**src/rtl/multdiv_scheduler.sv**
```systemverilog
// Sequences the shared iterative mult/div unit: launches one op, tracks its
// pending destination for decode hazards, and arbitrates the regfile write port.
module multdiv_scheduler #(
  parameter int DATA_W  = 32,
  parameter int TIMEOUT = 64
) (
  input  logic              clock,
  input  logic              reset,
  input  logic              issue_valid,
  input  logic              issue_is_div,
  input  logic [4:0]        issue_rd,
  input  logic [DATA_W-1:0] issue_a,
  input  logic [DATA_W-1:0] issue_b,
  output logic              issue_stall,
  input  logic [4:0]        d_rs,
  input  logic [4:0]        d_rt,
  output logic              hazard_stall,
  output logic              md_ctrl_mult,
  output logic              md_ctrl_div,
  output logic [DATA_W-1:0] md_operand_a,
  output logic [DATA_W-1:0] md_operand_b,
  input  logic [DATA_W-1:0] md_result,
  input  logic              md_exception,
  input  logic              md_ready,
  input  logic              pipe_we,
  input  logic [4:0]        pipe_rd,
  input  logic [DATA_W-1:0] pipe_data,
  output logic              pipe_wb_hold,
  output logic              wb_we,
  output logic [4:0]        wb_rd,
  output logic [DATA_W-1:0] wb_data,
  output logic              busy,
  output logic              timeout
);
  localparam int                CNT_W    = (TIMEOUT > 2) ? $clog2(TIMEOUT) : 1;
  localparam logic [CNT_W-1:0]  CNT_LAST = CNT_W'(TIMEOUT - 1);
  localparam logic [4:0]        RSTATUS  = 5'd30;
  localparam logic [DATA_W-1:0] EXC_MULT = DATA_W'(4);
  localparam logic [DATA_W-1:0] EXC_DIV  = DATA_W'(5);

  typedef enum logic [1:0] {IDLE, START, RUN, WRITE} state_t;

  state_t            r_state;
  logic              r_is_div;
  logic [4:0]        r_rd;
  logic [CNT_W-1:0]  r_cnt;
  logic              r_mult_pulse;
  logic              r_div_pulse;
  logic [DATA_W-1:0] r_op_a;
  logic [DATA_W-1:0] r_op_b;
  logic              r_wr_we;
  logic [4:0]        r_wr_rd;
  logic [DATA_W-1:0] r_wr_data;
  logic              r_busy;
  logic              r_timeout;

  logic              w_own_port;
  logic              w_pipe_ok;

  always_ff @(posedge clock or negedge reset) begin
    if (!reset) begin
      r_state      <= IDLE;
      r_is_div     <= 1'b0;
      r_rd         <= 5'd0;
      r_cnt        <= '0;
      r_mult_pulse <= 1'b0;
      r_div_pulse  <= 1'b0;
      r_op_a       <= '0;
      r_op_b       <= '0;
      r_wr_we      <= 1'b0;
      r_wr_rd      <= 5'd0;
      r_wr_data    <= '0;
      r_busy       <= 1'b0;
      r_timeout    <= 1'b0;
    end else begin
      r_mult_pulse <= 1'b0;
      r_div_pulse  <= 1'b0;
      r_timeout    <= 1'b0;
      case (r_state)
        IDLE: begin
          if (issue_valid) begin
            r_is_div     <= issue_is_div;
            r_rd         <= issue_rd;
            r_op_a       <= issue_a;
            r_op_b       <= issue_b;
            r_mult_pulse <= !issue_is_div;
            r_div_pulse  <= issue_is_div;
            r_busy       <= 1'b1;
            r_state      <= START;
          end
        end
        START: begin
          r_cnt   <= '0;
          r_state <= RUN;
        end
        RUN: begin
          r_cnt <= r_cnt + CNT_W'(1);
          // A ready on the last allowed cycle still wins over the watchdog.
          if (md_ready) begin
            r_state <= WRITE;
            if (md_exception) begin
              r_wr_we   <= 1'b1;
              r_wr_rd   <= RSTATUS;
              r_wr_data <= r_is_div ? EXC_DIV : EXC_MULT;
            end else begin
              r_wr_we   <= (r_rd != 5'd0);
              r_wr_rd   <= r_rd;
              r_wr_data <= md_result;
            end
          end else if (r_cnt == CNT_LAST) begin
            r_timeout <= 1'b1;
            r_busy    <= 1'b0;
            r_state   <= IDLE;
          end
        end
        WRITE: begin
          r_wr_we <= 1'b0;
          r_busy  <= 1'b0;
          r_state <= IDLE;
        end
        default: begin
          r_busy  <= 1'b0;
          r_state <= IDLE;
        end
      endcase
    end
  end

  assign md_ctrl_mult = r_mult_pulse;
  assign md_ctrl_div  = r_div_pulse;
  assign md_operand_a = r_op_a;
  assign md_operand_b = r_op_b;
  assign busy         = r_busy;
  assign timeout      = r_timeout;

  assign issue_stall  = issue_valid && (r_state != IDLE);
  // Regfile writes through on the falling edge, so WRITE needs no stall.
  assign hazard_stall = ((r_state == START) || (r_state == RUN)) && (r_rd != 5'd0) &&
                        ((d_rs == r_rd) || (d_rt == r_rd));

  assign w_own_port   = (r_state == WRITE);
  assign w_pipe_ok    = reset && pipe_we && (pipe_rd != 5'd0);
  assign pipe_wb_hold = w_own_port && pipe_we;
  assign wb_we        = w_own_port ? r_wr_we   : w_pipe_ok;
  assign wb_rd        = w_own_port ? r_wr_rd   : (reset ? pipe_rd : 5'd0);
  assign wb_data      = w_own_port ? r_wr_data : (reset ? pipe_data : '0);
endmodule

```
**config.mk**
```make
export PLATFORM = sky130hd
export DESIGN_NAME = multdiv_scheduler
export DESIGN_NICKNAME = d
export VERILOG_FILES = /design/src/rtl/multdiv_scheduler.sv
export SDC_FILE = /design/constraint.sdc
export NUM_CORES = 1
export LEC_CHECK = 0
export BUFFER_PORTS_ARGS = -buffer_cell sky130_fd_sc_hd__buf_2
export CORE_MARGIN = 4
export CORE_UTILIZATION = 30
export DETAILED_ROUTE_END_ITERATION = 12
export GPL_ROUTABILITY_DRIVEN = 0
export HOLD_SLACK_MARGIN = 0.08
export PLACE_DENSITY = 0.64
export SETUP_SLACK_MARGIN = 0.15
export SLEW_MARGIN = 20
export SYNTH_ARGS = -nofsm -noshare
export SYNTH_HDL_FRONTEND = slang
export SYNTH_SLANG_ARGS = --single-unit
```
**constraint.sdc**
```tcl
create_clock -name clock -period 2 [get_ports clock]
set_clock_uncertainty 0.2 [all_clocks]
set_input_delay 0.1 -clock clock [delete_from_list [all_inputs] [get_ports clock]]
set_output_delay 0.1 -clock clock [all_outputs]
set_load 0.02 [all_outputs]
```
==> results.ini, run 1 <==
[status]
outcome=complete, but fails checks
violations=negative setup slack

[route]
firstDrtPassIters=4
antenna_left=0
vias=4951
drt-vias-per-instance=4.61
finalWirelength_um=17500
drc=0
wl_per_cell_um=16.3
drt_iter0_markers=143

[critical_path]
cp_slowest_stage_delay_ns=0.45
required_ns=1.70
crit_family=flip-flops
slowest_stage=dfrtp_2
worstSetupPathType=flop to output port
cp_cell_sequence=ha_4 > nor2b_4 > buf_12 > clkbuf_16 > a22o_1 > buf_6
crit_fanout=9
worstPathArrival_ns=1.76
critPathLaunchType=flop
critPathCaptureType=output port
cp_num_buf_inv=3

[placed_design]
dpl-instance-area_um2=6960
post-dp-hpwl_um=11000
io_buffers=263

[synthesis]
netlist.area_leader.share_pct=56.0
synth_edf_count=0
yosysWarnings=0
synthMuxAreaShare_pct=15.0
synth_most_common_cell=dfrtp_1
synthArstFlopShare_pct=100
synthTopCellsByCount=dfrtp_1 (120), mux2_2 (63), o21ai_0 (48)
synth_top_family_by_area=multiplexers
seq_area_frac_synth_pct=56.0
syn-num-nets=612
synth-simple-area-share_pct=10.7
syn_inst=452
synth_seq_cells=120
synthFlopType=dfrtp_1
yosysTopAreaCell=dfrtp_1
synth-xor-area-share_pct=1.80
netlist_area_um2=5360
synth-compound-area-share_pct=11.6
synth-adder-area-share_pct=1.17
synth.distinct_cells=33
syn_avg_cell_area_um2=11.9
yosys-top-cells-area=dfrtp_1 (56%), mux2_2 (13%), a22o_1 (5.9%), o21ai_0 (4.5%), nand2b_1 (3.8%)

[pwr]
internal_power_mw=8.58
totalPowerFinal_mw=13.5
leakagePower_nw=4.40
p_switching_mw=4.97
power.density_nw_per_um2=1480
p_sw_share_pct=36.7
ir_worst_vdd_mv=0.835
p_seq_share_pct=32.0
p_clk_share_pct=24.3
combinationalPowerShare_pct=43.6

[cells_and_area]
final-seq-area_um2=3010
multi_input_area_um2=2220
fin_nets=996
antenna-diode-count=0
drive_gt1_share_pct=46.9
utilization_pct=52.4
area.growth.synth_to_final_pct=70.2
n_fill_cell=1546
design_area_um2=9130

[timing]
fmax_ghz=0.487
fin_crit_ns=2.06
drv_slew=0
finalHoldViolations=0
worst-slew-pin-transition_ns=0.677
rsz0062_at_grt=true
setup_slack_ns=-0.0554
slew_headroom_pct=54.9
tns_ns=-0.808
finalCritPeriodShare_pct=103
finalSetupViolCount=30

[cts]
clockBufferDepth=2
cts_tree=built
clock-sinks=120
clk_latency_ns=0.42
cts-root-buf=clkbuf_16
cts_buffers=17
path_clk_slew_ns=0.05
htree_levels=4

[die]
io_pins=264
chipHeight_um=142
design.core.area_um2=17400
core.rowCount=48
die-area_um2=20100
die_w_um=142
start_util_pct=30.8

[global_routing]
grt_antenna_before_repair=0
grt_pass1_vias=5376
grt_pass1_wl_um=27300
grt.overflow.total=0
grt_max_degree=121
track_usage_pct=17.2

[hold_path]
hp-class=input port to flop

[run]
cap_violations=0

## worst min-delay path: stages
cell and delay (ns):
dlygate4sd3_1 0.53, buf_2 0.11, nor2_1 0.04
## placed cells by master, fill, tap and decap left out, types with 2 or more instances in the layout
cell type,n
nor2b_1,4
a22o_1,36
dfrtp_2,5
nor2_1,10
dfrtp_1,115
xnor2_1,4
and2_1,3
clkbuf_1,2
xor2_1,7
ha_4,2
and3_1,2
bufinv_16,4
clkbuf_16,18
clkinvlp_4,4
clkbuf_8,3
nand3_1,5
inv_2,2
clkinv_4,2
nand2_1,44
nand2b_1,33
nand2_2,2
mux2_2,63
dlygate4sd3_1,107
ha_1,2
mux2i_1,3
mux2_1,6
nor3_1,6
buf_2,221
inv_1,4
buf_4,19
a21oi_1,2
buf_12,7
buf_6,38
o21ai_0,46
a21o_1,2
## metrics by stage
stage | std cells | setup slack (ns) | hold slack, ns
after floorplan | 452 | 0.255 | -0.396
after global placement | 924 | 0.205 | 0.0810
after detailed placement | 924 | 0.172 | 0.0827
after CTS | 1071 | -0.0815 | 0.170
after global routing | 1074 | -0.129 | 0.221
final | 1074 | -0.0554 | 0.211
## layout make-up
cell class	count	area share, %
inverter	6	0.247
clock inverter	10	1.84
sequential	120	33.0
timing repair buffer	395	32.4
tap	225	3.08
multi-input combinational	296	24.3
clock buffer	22	5.19
## flip-flops by register name (all words and copies together) (netlist names)
name	count
timeout	1
md_operand_b	32
md_ctrl_div	1
r_cnt	6
r_wr_we	1
md_ctrl_mult	1
busy	1
r_wr_data	32
md_operand_a	32
r_state	2
r_wr_rd	5
r_rd	5
r_is_div	1
## path summary, 6_finish.rpt
| path | start | end | slack [ns] | cells after the start |
|---|---|---|---|---|
| setup reg to reg | r_state[0] | busy | 0.28 | 7 |
| min in group asynchronous | reset | r_cnt[2] | 0.28 | 3 |
| max in group asynchronous | reset | md_operand_a[17] | 0.78 | 3 |
| setup / recovery | r_state[0] | wb_data[9] | -0.06 | 6 |
| hold reg to reg | r_is_div | r_is_div | 0.27 | 1 |
| hold / removal | issue_is_div | md_ctrl_mult | 0.21 | 3 |
## power by group through the flow
stage               Sequential, mW  Clock [mW]  Combinational, mW
finish                        4.34        3.30               5.91
global route                  4.47        3.49               6.38
CTS                           4.30        3.39               5.69
detailed placement            4.32           0               5.04
global placement              4.27           0               4.96
floorplan                     5.00           0               2.51
## routing by layer
layer | part of all wire, % | routed length, um | up-vias | GRT usage [%]
met2 | 51 | 9020 | 204 | 30.0
met3 | 7.3 | 1270 | 32 | 5.63
met1 | 39 | 6850 | 2364 | 19.4
met4 | 2.3 | 405 | 0 | 7.12
met5 | 0 | 0 | - | 0
li1 | - | - | 2351 | -
## cells by family after synthesis
group,count (synthesis)
compound gates,93
xor+xnor,11
fa+ha+maj,5
buf+inv,36
flops,120
mux,72
simple gates,115
## what timing repair did
action	in CTS	in global routing
gates cloned	1	1
hold buffers	107	0
gates resized for setup	73	32
pin swaps	1	9
endpoints found under the setup margin	42	43
endpoints found under the hold margin	233	0
buffers inserted	7	2
(Power assumes the default switching activity.)
==> run 2: changes to the inputs <==
Clock period 2 ns to 2.7 ns, I/O delays scaled along.
==> results.ini, run 2 (same netlist as run 1, synthesis figures left out) <==
[cts]
postCtsSetupBuffers=0
clock-sinks=120
clockBufferDepth=2
htree_levels=4
path_clk_slew_ns=0.06
cts_tree=built
cts_hold_buf=106
cts_buffers=17
clk_latency_ns=0.41
ctsResizeCount=0
cts-root-buf=clkbuf_16

[global_routing]
grt.overflow.total=0
grt_max_degree=103
grt_antenna_before_repair=0
grt_pass1_vias=5057
grt_pass1_wl_um=25600
track_usage_pct=16.0

[critical_path]
reg2reg_slack_ns=0.62
worstPathArrival_ns=1.97
crit_fanout=37
cp-startpoint=r_state[0]
worstSetupPathType=flop to output port
reg2reg_depth=5
worstReg2RegEnd=md_operand_a[19]
required_ns=2.37
critPathCaptureType=output port
critPathLaunchType=flop
r2r-start=r_state[0]

[route]
wl_per_cell_um=15.1
finalWirelength_um=15900
drc=0
drt-vias-per-instance=4.51
firstDrtPassIters=4
vias=4756
drt_iter0_markers=156
antenna_left=0

[placed_design]
io_buffers=263
post-dp-hpwl_um=10500

[die]
io_pins=264
start_util_pct=30.8
die-area_um2=20100
core.rowCount=48
design.core.area_um2=17400
die_w_um=142
chipHeight_um=142

[timing]
worst-slew-pin-transition_ns=0.783
finalCritPeriodShare_pct=85.3
fmax_ghz=0.434
rsz0062_at_grt=false
fin_crit_ns=2.30
drv_slew=0
finalSetupViolCount=0
slew_headroom_pct=47.6
finalHoldViolations=0
tns_ns=0

[pwr]
internal_power_mw=5.66
power.density_nw_per_um2=1080
p_clk_share_pct=24.7
combinationalPowerShare_pct=40.6
totalPowerFinal_mw=9.18
leakagePower_nw=4.20
p_sw_share_pct=38.3
ir_worst_vdd_mv=0.696
p_switching_mw=3.51
p_seq_share_pct=34.7

[cells_and_area]
n_fill_cell=1563
final-seq-area_um2=3000
drive_gt1_share_pct=44.3
area.growth.synth_to_final_pct=59.1
mostFrequentLayoutCell=buf_2
antenna-diode-count=0
multi_input_area_um2=2160
layout_common_cells=buf_2 (262), dfrtp_1 (120), dlygate4sd3_1 (106)
fin_nets=976

[hold_path]
hp-start=md_exception
hold_end=r_wr_rd[3]
whs_path_depth=3
hp-class=input port to flop

[run]
cap_violations=0

[status]
outcome=complete, no violations

run 2: cell count changes in the layout (fill, tap and decap cells not counted), sizes merged, moves of 2 or more:
cell,previous run,this run
inv,6,8
clkbuf,23,19
buf,287,269
bufinv,4,2
clkinv,2,6
run 2: critical path: stages, from the launching register on:
cell	delay, ns
dfrtp_1	0.43
ha_1	0.25
nor2b_2	0.11
buf_4	0.35
a32o_1	0.25
buf_2	0.17
run 2: area by class of cell:
type                    count  share of cell area [%]
clock buffers              19                    5.31
multi-input cells         296                    25.4
inverters                   6                   0.264
flip-flops and latches    120                    35.2
repair buffers            375                    28.9
clock inverters            13                    1.70
well taps                 225                    3.30
run 2: layer usage:
| metal | track usage [%] | share of wire, % | wire length (um) |
|---|---|---|---|
| met4 | 6.82 | 2.8 | 439 |
| met2 | 26.4 | 48 | 7600 |
| met3 | 5.12 | 8.3 | 1320 |
| met1 | 19.3 | 41 | 6580 |
| met5 | 0 | 0 | 0 |
run 2: how the worst max path moves through the flow:
stage                                  end  slack, ns  cells past startpoint
final                                wb_we       0.40                      5
after global routing                 wb_we       0.24                      5
after CTS                            wb_we       0.37                      5
after detailed placement  md_operand_a[13]       0.62                      5
after global placement    md_operand_a[13]       0.68                      5
after floorplan               hazard_stall       0.92                      5
run 2: power groups by stage:
stage               Combinational, mW  Sequential [mW]  Clock, mW
finish                           3.73             3.18       2.27
global route                     4.06             3.29       2.42
detailed placement               3.63             3.18          0
floorplan                        1.86             3.71          0
CTS                              3.75             3.17       2.34
global placement                 3.57             3.16          0
run 2: stage by stage:
step | area (um2) | util (%) | cells | worst slack, ns | hold slack (ns)
final | 8530 | 49.0 | 1054 | 0.397 | 0.138
after global routing | 8530 | 49.0 | 1054 | 0.240 | 0.182
after CTS | 8530 | 49.0 | 1054 | 0.374 | 0.128
after detailed placement | 6870 | 39.5 | 916 | 0.622 | -0.147
after global placement | 6870 | 39.5 | 916 | 0.679 | -0.146
after floorplan | 5360 | - | 452 | 0.920 | -0.361
